===== src/rtl/pe_mem_arbiter.sv =====
// pe_mem_arbiter: shares one single-ported PE-local SRAM between the DMA
// engine and the PE load/store unit. Load/store normally wins; a DMA that has
// been refused STARVE_MAX cycles in a row gets one forced grant. Read owners
// travel down a fixed-latency tag pipeline so each response returns to the
// requester that issued it.
//
// Handshake: a request is accepted in any cycle where valid && ready. Ready is
// combinational from this cycle's grant. Requesters hold valid/wr/addr/data
// stable until accepted. Responses have no ready: they cannot be stalled.
module pe_mem_arbiter #(
  parameter int ADDR_W     = 12,
  parameter int DATA_W     = 32,
  parameter int RD_LAT     = 2,
  parameter int STARVE_MAX = 4
) (
  input  logic              clk,
  input  logic              reset_poweron,
  // DMA request / response
  input  logic              dma2mem_valid,
  output logic              dma2mem_ready,
  input  logic              dma2mem_wr,
  input  logic [ADDR_W-1:0] dma2mem_addr,
  input  logic [DATA_W-1:0] dma2mem_data,
  output logic              mem2dma_valid,
  output logic [DATA_W-1:0] mem2dma_data,
  // load/store request / response
  input  logic              ls2mem_valid,
  output logic              ls2mem_ready,
  input  logic              ls2mem_wr,
  input  logic [ADDR_W-1:0] ls2mem_addr,
  input  logic [DATA_W-1:0] ls2mem_data,
  output logic              mem2ls_valid,
  output logic [DATA_W-1:0] mem2ls_data,
  // SRAM macro
  output logic              sram_en,
  output logic              sram_we,
  output logic [ADDR_W-1:0] sram_addr,
  output logic [DATA_W-1:0] sram_wdata,
  input  logic [DATA_W-1:0] sram_rdata,
  // debug visibility of the arbiter FSM
  output logic              dbg_state,
  output logic [3:0]        dbg_starve_cnt
);

  typedef enum logic {
    LS_PRIO   = 1'b0,
    DMA_FORCE = 1'b1
  } arb_state_t;

  arb_state_t  state, state_next;
  logic [3:0]  starve_cnt, starve_next;
  logic        grant_ls, grant_dma, grant_any;
  logic        push_v, push_o;
  // tag_o: 1 = DMA owns the read, 0 = load/store owns it
  logic [RD_LAT-1:0] tag_v, tag_o;
  logic        resp_v;

  // Grant selection, next counter value and next FSM state
  always_comb begin
    grant_ls    = 1'b0;
    grant_dma   = 1'b0;
    starve_next = 4'd0;
    state_next  = state;
    if (!reset_poweron) begin
      if (state == DMA_FORCE) begin
        // DMA holds valid until accepted, so the LS fallback only keeps the
        // port busy if a requester misbehaves.
        if (dma2mem_valid)     grant_dma = 1'b1;
        else if (ls2mem_valid) grant_ls  = 1'b1;
      end else begin
        if (ls2mem_valid)       grant_ls  = 1'b1;
        else if (dma2mem_valid) grant_dma = 1'b1;
      end
    end
    if (dma2mem_valid && !grant_dma)
      starve_next = (starve_cnt == 4'd15) ? 4'd15 : starve_cnt + 4'd1;
    case (state)
      LS_PRIO:   if (starve_next >= 4'(STARVE_MAX)) state_next = DMA_FORCE;
      DMA_FORCE: if (grant_dma)                     state_next = LS_PRIO;
      default:   state_next = LS_PRIO;
    endcase
  end

  assign grant_any     = grant_ls | grant_dma;
  assign ls2mem_ready  = grant_ls;
  assign dma2mem_ready = grant_dma;

  // SRAM port drive muxed from the granted requester, zero when idle
  always_comb begin
    sram_en    = grant_any;
    sram_we    = 1'b0;
    sram_addr  = '0;
    sram_wdata = '0;
    if (grant_ls) begin
      sram_we    = ls2mem_wr;
      sram_addr  = ls2mem_addr;
      sram_wdata = ls2mem_data;
    end else if (grant_dma) begin
      sram_we    = dma2mem_wr;
      sram_addr  = dma2mem_addr;
      sram_wdata = dma2mem_data;
    end
  end

  assign push_v = (grant_ls && !ls2mem_wr) || (grant_dma && !dma2mem_wr);
  assign push_o = grant_dma;

  // FSM state and starvation counter registers
  always_ff @(posedge clk) begin
    if (reset_poweron) begin
      state      <= LS_PRIO;
      starve_cnt <= 4'd0;
    end else begin
      state      <= state_next;
      starve_cnt <= starve_next;
    end
  end

  // Read tag pipeline: one stage per cycle of SRAM read latency
  always_ff @(posedge clk) begin
    if (reset_poweron) begin
      tag_v <= '0;
      tag_o <= '0;
    end else begin
      for (int i = RD_LAT - 1; i > 0; i--) begin
        tag_v[i] <= tag_v[i-1];
        tag_o[i] <= tag_o[i-1];
      end
      tag_v[0] <= push_v;
      tag_o[0] <= push_v & push_o;
    end
  end

  // The last stage lines up with sram_rdata; reset drops in-flight reads
  assign resp_v        = tag_v[RD_LAT-1] && !reset_poweron;
  assign mem2ls_valid  = resp_v && !tag_o[RD_LAT-1];
  assign mem2dma_valid = resp_v &&  tag_o[RD_LAT-1];
  assign mem2ls_data   = mem2ls_valid  ? sram_rdata : '0;
  assign mem2dma_data  = mem2dma_valid ? sram_rdata : '0;

  assign dbg_state      = state;
  assign dbg_starve_cnt = starve_cnt;

endmodule


===== config.mk =====
export PLATFORM = sky130hd
export DESIGN_NAME = pe_mem_arbiter
export DESIGN_NICKNAME = d
export VERILOG_FILES = /design/src/rtl/pe_mem_arbiter.sv
export SDC_FILE = /design/constraint.sdc
export NUM_CORES = 1
export LEC_CHECK = 0
export CORE_AREA = 2 2 96 98
export DETAILED_ROUTE_END_ITERATION = 8
export DIE_AREA = 0 0 98 100
export PLACE_DENSITY = 0.63
export RECOVER_POWER = 50
export SETUP_SLACK_MARGIN = 0.1
export SYNTH_ARGS = -nofsm -noshare
export SYNTH_HDL_FRONTEND = slang
export SYNTH_SLANG_ARGS = --single-unit

===== constraint.sdc =====
create_clock -name clk -period 1.4 [get_ports clk]
set_input_delay 0.28 -clock clk [delete_from_list [all_inputs] [get_ports clk]]
set_output_delay 0.28 -clock clk [all_outputs]
set_load 0.03 [all_outputs]

==> results of run 1 <==
## worst max-delay path: stages, from the launching register on
cell and delay, ns:
dfxtp_4 0.35, nor2b_4 0.14, nor3_4 0.05, buf_6 0.13, buf_12 0.13, buf_16 0.14, a22o_4 0.22, buf_6 0.14
## cells in the final DEF, fill, tap and decap left out, types with 2 or more instances in the layout
cell             count
nand2_1              3
buf_12              17
buf_16               6
nor2_1               2
dfxtp_2              3
buf_6              104
dlygate4sd2_1        6
clkbuf_8             3
clkbuf_1             2
and2_4              64
a21oi_1              4
buf_4               15
buf_8                5
clkbuf_16            3
clkdlybuf4s50_1    121
a22o_4              35
dfxtp_1              5
a22o_2              10
bufbuf_16            2
nor2b_1              4
## metrics by stage
stage | total power, uW | setup WS, ns | cells | utilization [%]
6_report | 1810 | -0.415 | 548 | 58.3
5_1_grt | 1900 | -0.457 | 548 | 58.3
4_1_cts | 1820 | -0.420 | 546 | 58.1
3_5_place_dp | 1370 | -0.639 | 520 | 47.8
3_3_place_gp | 1370 | -0.599 | 520 | 47.8
2_1_floorplan | 741 | -0.0405 | 167 | -
## flip-flops by register name, indices dropped and copies added (netlist names)
register / count
dbg_starve_cnt: 4
tag_o: 2
dbg_state: 1
tag_v: 2
## repair_timing
action | 4_1_cts | 5_1_grt
endpoints found under the setup margin | 123 | 118
pin swaps | 30 | 15
cloned | 10 | 3
setup buffers | 12 | 2
resized for setup | 141 | 5
## kinds of logic (layout without fill, tap and decap cells)
| group | count (synthesis) | after routing | share of synthesized area, % |
|---|---|---|---|
| adder cells (fa/ha/maj) | 1 | 1 | 0.940 |
| AO/OA/AOI/OAI | 54 | 54 | 34.9 |
| buffers and inverters | 19 | 289 | 10.4 |
| flip-flops | 9 | 9 | 13.5 |
| AND/OR/NAND/NOR | 84 | 84 | 40.2 |
## power by group
group          switching [uW]  leakage, uW  total [uW]  internal, uW
logic                     493      0.00227        1250           756
clock network             102    0.0000228         301           198
registers                2.94    0.0000752         264           261
total                     599      0.00237        1810          1220
## metal layers
| metal | vias to the layer above | part of all wire (%) |
|---|---|---|
| li1 | 1147 | - |
| met1 | 1089 | 32 |
| met2 | 146 | 57 |
| met3 | 2 | 10 |
| met4 | 0 | 0.20 |
| met5 | - | 0 |
## area by class of cell
| class | instances | area share, % |
|---|---|---|
| clock buffers | 4 | 0.869 |
| flip-flops and latches | 9 | 3.62 |
| repair buffers | 283 | 63.6 |
| well taps | 111 | 2.68 |
| multi-input cells | 139 | 29.1 |
| inverters | 2 | 0.145 |
## worst min path at each step
stage / from / endpoint / slack [ns] / cells past startpoint
after floorplan: dma2mem_wr / tag_o[0] / 0.36 / 1
after detailed placement: tag_o[0] / tag_o[1] / 0.43 / 1
after global placement: tag_o[0] / tag_o[1] / 0.42 / 1
final: tag_o[0] / tag_o[1] / 0.44 / 1
after CTS: tag_o[0] / tag_o[1] / 0.44 / 1
after global routing: tag_o[0] / tag_o[1] / 0.45 / 1
==> summary.txt, run 1 <==
Status: finished, violations left
Failing checks: setup timing
Yosys cell types: 26
Yosys top cell by area: and2_1
RR Startpoint: dbg_state
Starting Density: 15.0%
Met1 Resource Use GR: 16.8%
NumNets Final: 565
Largest net degree at the start of global routing: 36
First-pass GRT wire length: 13.4 mm
Crit. Startpoint: dbg_state
Initial antenna violation count: 0
Worst r2r dst: dbg_starve_cnt[3]
Routed Antenna Nets: 0
# port buffers: 244
Most numerous cell in the Yosys netlist: and2_1
Worst vdd ir: 0.215 mV
Final min period: 1.82 ns
Number of global-route vias before repair: 2519
Pre-Repair DR Iteration Count: 4
Grt met3 use: 5.92%
Power per cell area: 350 nW/um^2
Total of max-cap violations: 0
Clock Skew: 0.00768 ns
Tcrit/Tclk final: 130%
Max-slew headroom: 78.8%
Clk slew on worst S/H paths: 0.05 ns
Worst setup margin: -0.415 ns
Synth Net Count: 294
Yosys warns: 0
DRC: 0
RSZ-0062 raised after global routing: true
TritonCTS clock tree: done
Synth Register Bits: 9
Crit Path Category: flip-flop to output port
Top post-synthesis cells by count: and2_1, a22o_1, buf_2, dfxtp_1, buf_6
Slew at the pin with the worst max-slew slack: 0.319 ns
Final setup fails: 114
Startpoint Class: flip-flop
EDFF count, synth: 0
Synth area leaders: and2_1, a22o_1, dfxtp_1
Max clock buf depth: 2
FF-to-FF path depth: 4
Crit path required time: 1.12 ns
Fin Hold WS: 0.438 ns
DR iter-0 viols: 54
Grt peak-use layer: met2
Final setup TNS: -34.24 ns
Final instance area: 5180 sq um
Worst Path Arrival: 1.54 ns
P&R area growth vs syn: 289%
Worst setup EP type: output port
Synthesized area per cell: 7.97 sq um
Dpl cell area: 4250 sq um
Post-Syn Instances: 167
Critical path peak fanout: 9
Final slew viol count: 0
Share of post-route cells with drive strength above 1: 63.6%
IO Pins: 245
Total grt overflow: 0
Seq/Total Area, Yosys: 13.5%
Area of the multi-input gates: 1510 sq um
Async set-reset flop share out of synthesis: 0%
GRT Total Usage: 17.3%
Filler cells: 740
Final hold vios: 0
Top cell type's share of synthesized area: 30.5%
Clock Latency Late Sink: 0.23 ns
HP Class: flip-flop to flip-flop
Hpwl dp: 6.68 mm
WL per Instance: 17.0 um
Post-Syn Area: 1330 sq um
Clock Sink Count: 9
CP Capture Point: sram_wdata[19]
GR Util met2: 35.8%
Reg2Reg Setup Slack: 0.01 ns
CTS buffer count: 3
Sequential cell area: 188 sq um
Top FF cell, synth: dfxtp_1
Diode count: 0
Die area: 9800 sq um
Final Wtd Congestion: 0.727
CTS hold repair buffers: 0
Die Wd: 98 um
Total number of vias: 2384
CTS Root Buffer Type: clkbuf_8
CTS H-tree depth: 1
FMAX: 0.551 GHz
Core Region: 8890 sq um
Row cnt: 35
Post-Route WL: 9.32 mm
Via density: 4.35
Leakage: 0.00237 uW
Chip Height: 100 um
Note: power is estimated with default switching activity, not from simulation.
==> run 2: changes to the inputs <==
Settings changed: GPL_ROUTABILITY_DRIVEN from default to 0, MAX_ROUTING_LAYER from default to met4.
==> summary.txt, run 2 (synthesis gave the netlist of run 1 again) <==
Worst vdd ir: 0.215 mV
HP Class: flip-flop to flip-flop
Largest net degree at the start of global routing: 36
Status: finished, violations left
CP max-delay cell: dfxtp_4
TritonCTS clock tree: done
Sw frac: 32.9%
RSZ-0062 raised after global routing: true
Crit-path max cell delay: 0.35 ns
Worst Path Arrival: 1.54 ns
Final setup TNS: -34.33 ns
Critical path's top delay family: buffers and inverters
Clock Sink Count: 9
Clk slew on worst S/H paths: 0.05 ns
Pre-Repair DR Iteration Count: 4
Most frequent cells in the layout: clkdlybuf4s50_1, buf_6, and2_4
NumNets Final: 567
P&R area growth vs syn: 293%
Row cnt: 35
Starting Density: 15.0%
DRC: 0
IO Pins: 245
WL per Instance: 17.1 um
Critical path buffers and inverters: 4
Final slew viol count: 0
DP Worst Slack: -0.639 ns
Number of global-route vias before repair: 2536
Via density: 4.34
Max clock buf depth: 2
Total number of vias: 2387
DR iter-0 viols: 53
Clock Latency Late Sink: 0.23 ns
Clk pwr share: 16.5%
Startpoint Class: flip-flop
Failing checks: setup timing
Total grt overflow: 0
CTS H-tree depth: 1
Crit Path Category: flip-flop to output port
Power per cell area: 349 nW/um^2
Max-slew headroom: 78.8%
Final cell count without fillers: 550
Total of max-cap violations: 0
Critical path, cell by cell: nor2b_4 > nor3_4 > buf_6 > buf_12 > clkbuf_16 > a22o_4 > buf_6
Commonest non-fill, non-tap cell in the layout: clkdlybuf4s50_1
Placed cells: 520
GRT Total Usage: 17.8%
Crit path top cell by count: buf_6
Crit path required time: 1.12 ns
CTS hold repair buffers: 0
Worst setup EP type: output port
Share of power burned in registers: 14.5%
Final hold vios: 0
Internal Power: 1230 uW
CTS Root Buffer Type: clkbuf_8
# port buffers: 244
Die area: 9800 sq um
Clock Skew: 0.00768 ns
CTS buffer count: 3
Die Wd: 98 um
NetSw: 601 uW
Hpwl dp: 6.68 mm
Slew at the pin with the worst max-slew slack: 0.319 ns
Leakage: 0.00239 uW
Max FFs per register: 4
Post-Route WL: 9.42 mm
First-pass GRT wire length: 13.4 mm
Routed Antenna Nets: 0
Diode count: 0
Critical path peak fanout: 4
Final setup fails: 114
Core Region: 8890 sq um
Initial antenna violation count: 0
Power share of the combinational group: 69.1%
Worst setup margin: -0.418 ns
Final min period: 1.82 ns
Final Power: 1830 uW
Tcrit/Tclk final: 130%
FMAX: 0.550 GHz
Chip Height: 100 um
Share of post-route cells with drive strength above 1: 63.8%
Filler cells: 735
[run 2: cell types whose count changed in the layout (fill, tap and decap cells not counted), sizes merged]
cell,delta
clkbuf,+2
[run 2: path summary, 6_finish.rpt]
kind / slack, ns / end / cells past startpoint / startpoint
worst max-delay path: -0.42 / sram_wdata[4] / 7 / dbg_state
worst min-delay path: 0.44 / tag_o[1] / 1 / tag_o[0]
worst max register to register: 0.01 / dbg_starve_cnt[3] / 4 / dbg_state
worst min register to register: 0.44 / tag_o[1] / 1 / tag_o[0]
[run 2: layout make-up]
cell class / instances / area (sq um) / area share [%]
clock buffers: 4 / 45.0 / 0.861
well taps: 111 / 139 / 2.65
inverters: 2 / 7.51 / 0.143
multi-input cells: 139 / 1510 / 28.9
repair buffers: 285 / 3340 / 63.9
flip-flops and latches: 9 / 188 / 3.59
[run 2: through the flow]
| stage | util, % | cell area (sq um) | hold slack, ns |
|---|---|---|---|
| 2_1_floorplan | - | 1850 | 0.357 |
| 3_3_place_gp | 47.8 | 4250 | 0.420 |
| 3_5_place_dp | 47.8 | 4250 | 0.427 |
| 4_1_cts | 58.1 | 5160 | 0.436 |
| 5_1_grt | 58.9 | 5230 | 0.452 |
| 6_report | 58.9 | 5230 | 0.438 |
[run 2: power by group through the flow]
stage / Clock [uW] / Combinational [uW] / Sequential (uW)
final: 301 / 1260 / 264
after global routing: 328 / 1310 / 264
after CTS: 310 / 1240 / 264
after detailed placement: 0 / 1100 / 269
after global placement: 0 / 1100 / 268
after floorplan: 0 / 470 / 271
[run 2: timing repair]
| item | 4_1_cts | 5_1_grt |
|---|---|---|
| pin swaps | 30 | 15 |
| buffers inserted | 12 | 2 |
| cloned | 10 | 5 |
| resized for setup | 141 | 5 |
| setup endpoints to repair | 123 | 118 |
| hold endpoints to repair | 0 | 0 |
[run 2: per-layer routing]
| metal | share of wire, % | wire length, um | up-vias | track usage (%) |
|---|---|---|---|---|
| met1 | 34 | 3200 | 1083 | 17.8 |
| met2 | 58 | 5430 | 148 | 35.8 |
| met3 | 8.1 | 765 | 2 | 4.18 |
| met4 | 0.20 | 19 | 0 | 2.03 |
| li1 | - | - | 1154 | - |
| met5 | 0 | 0 | - | - |
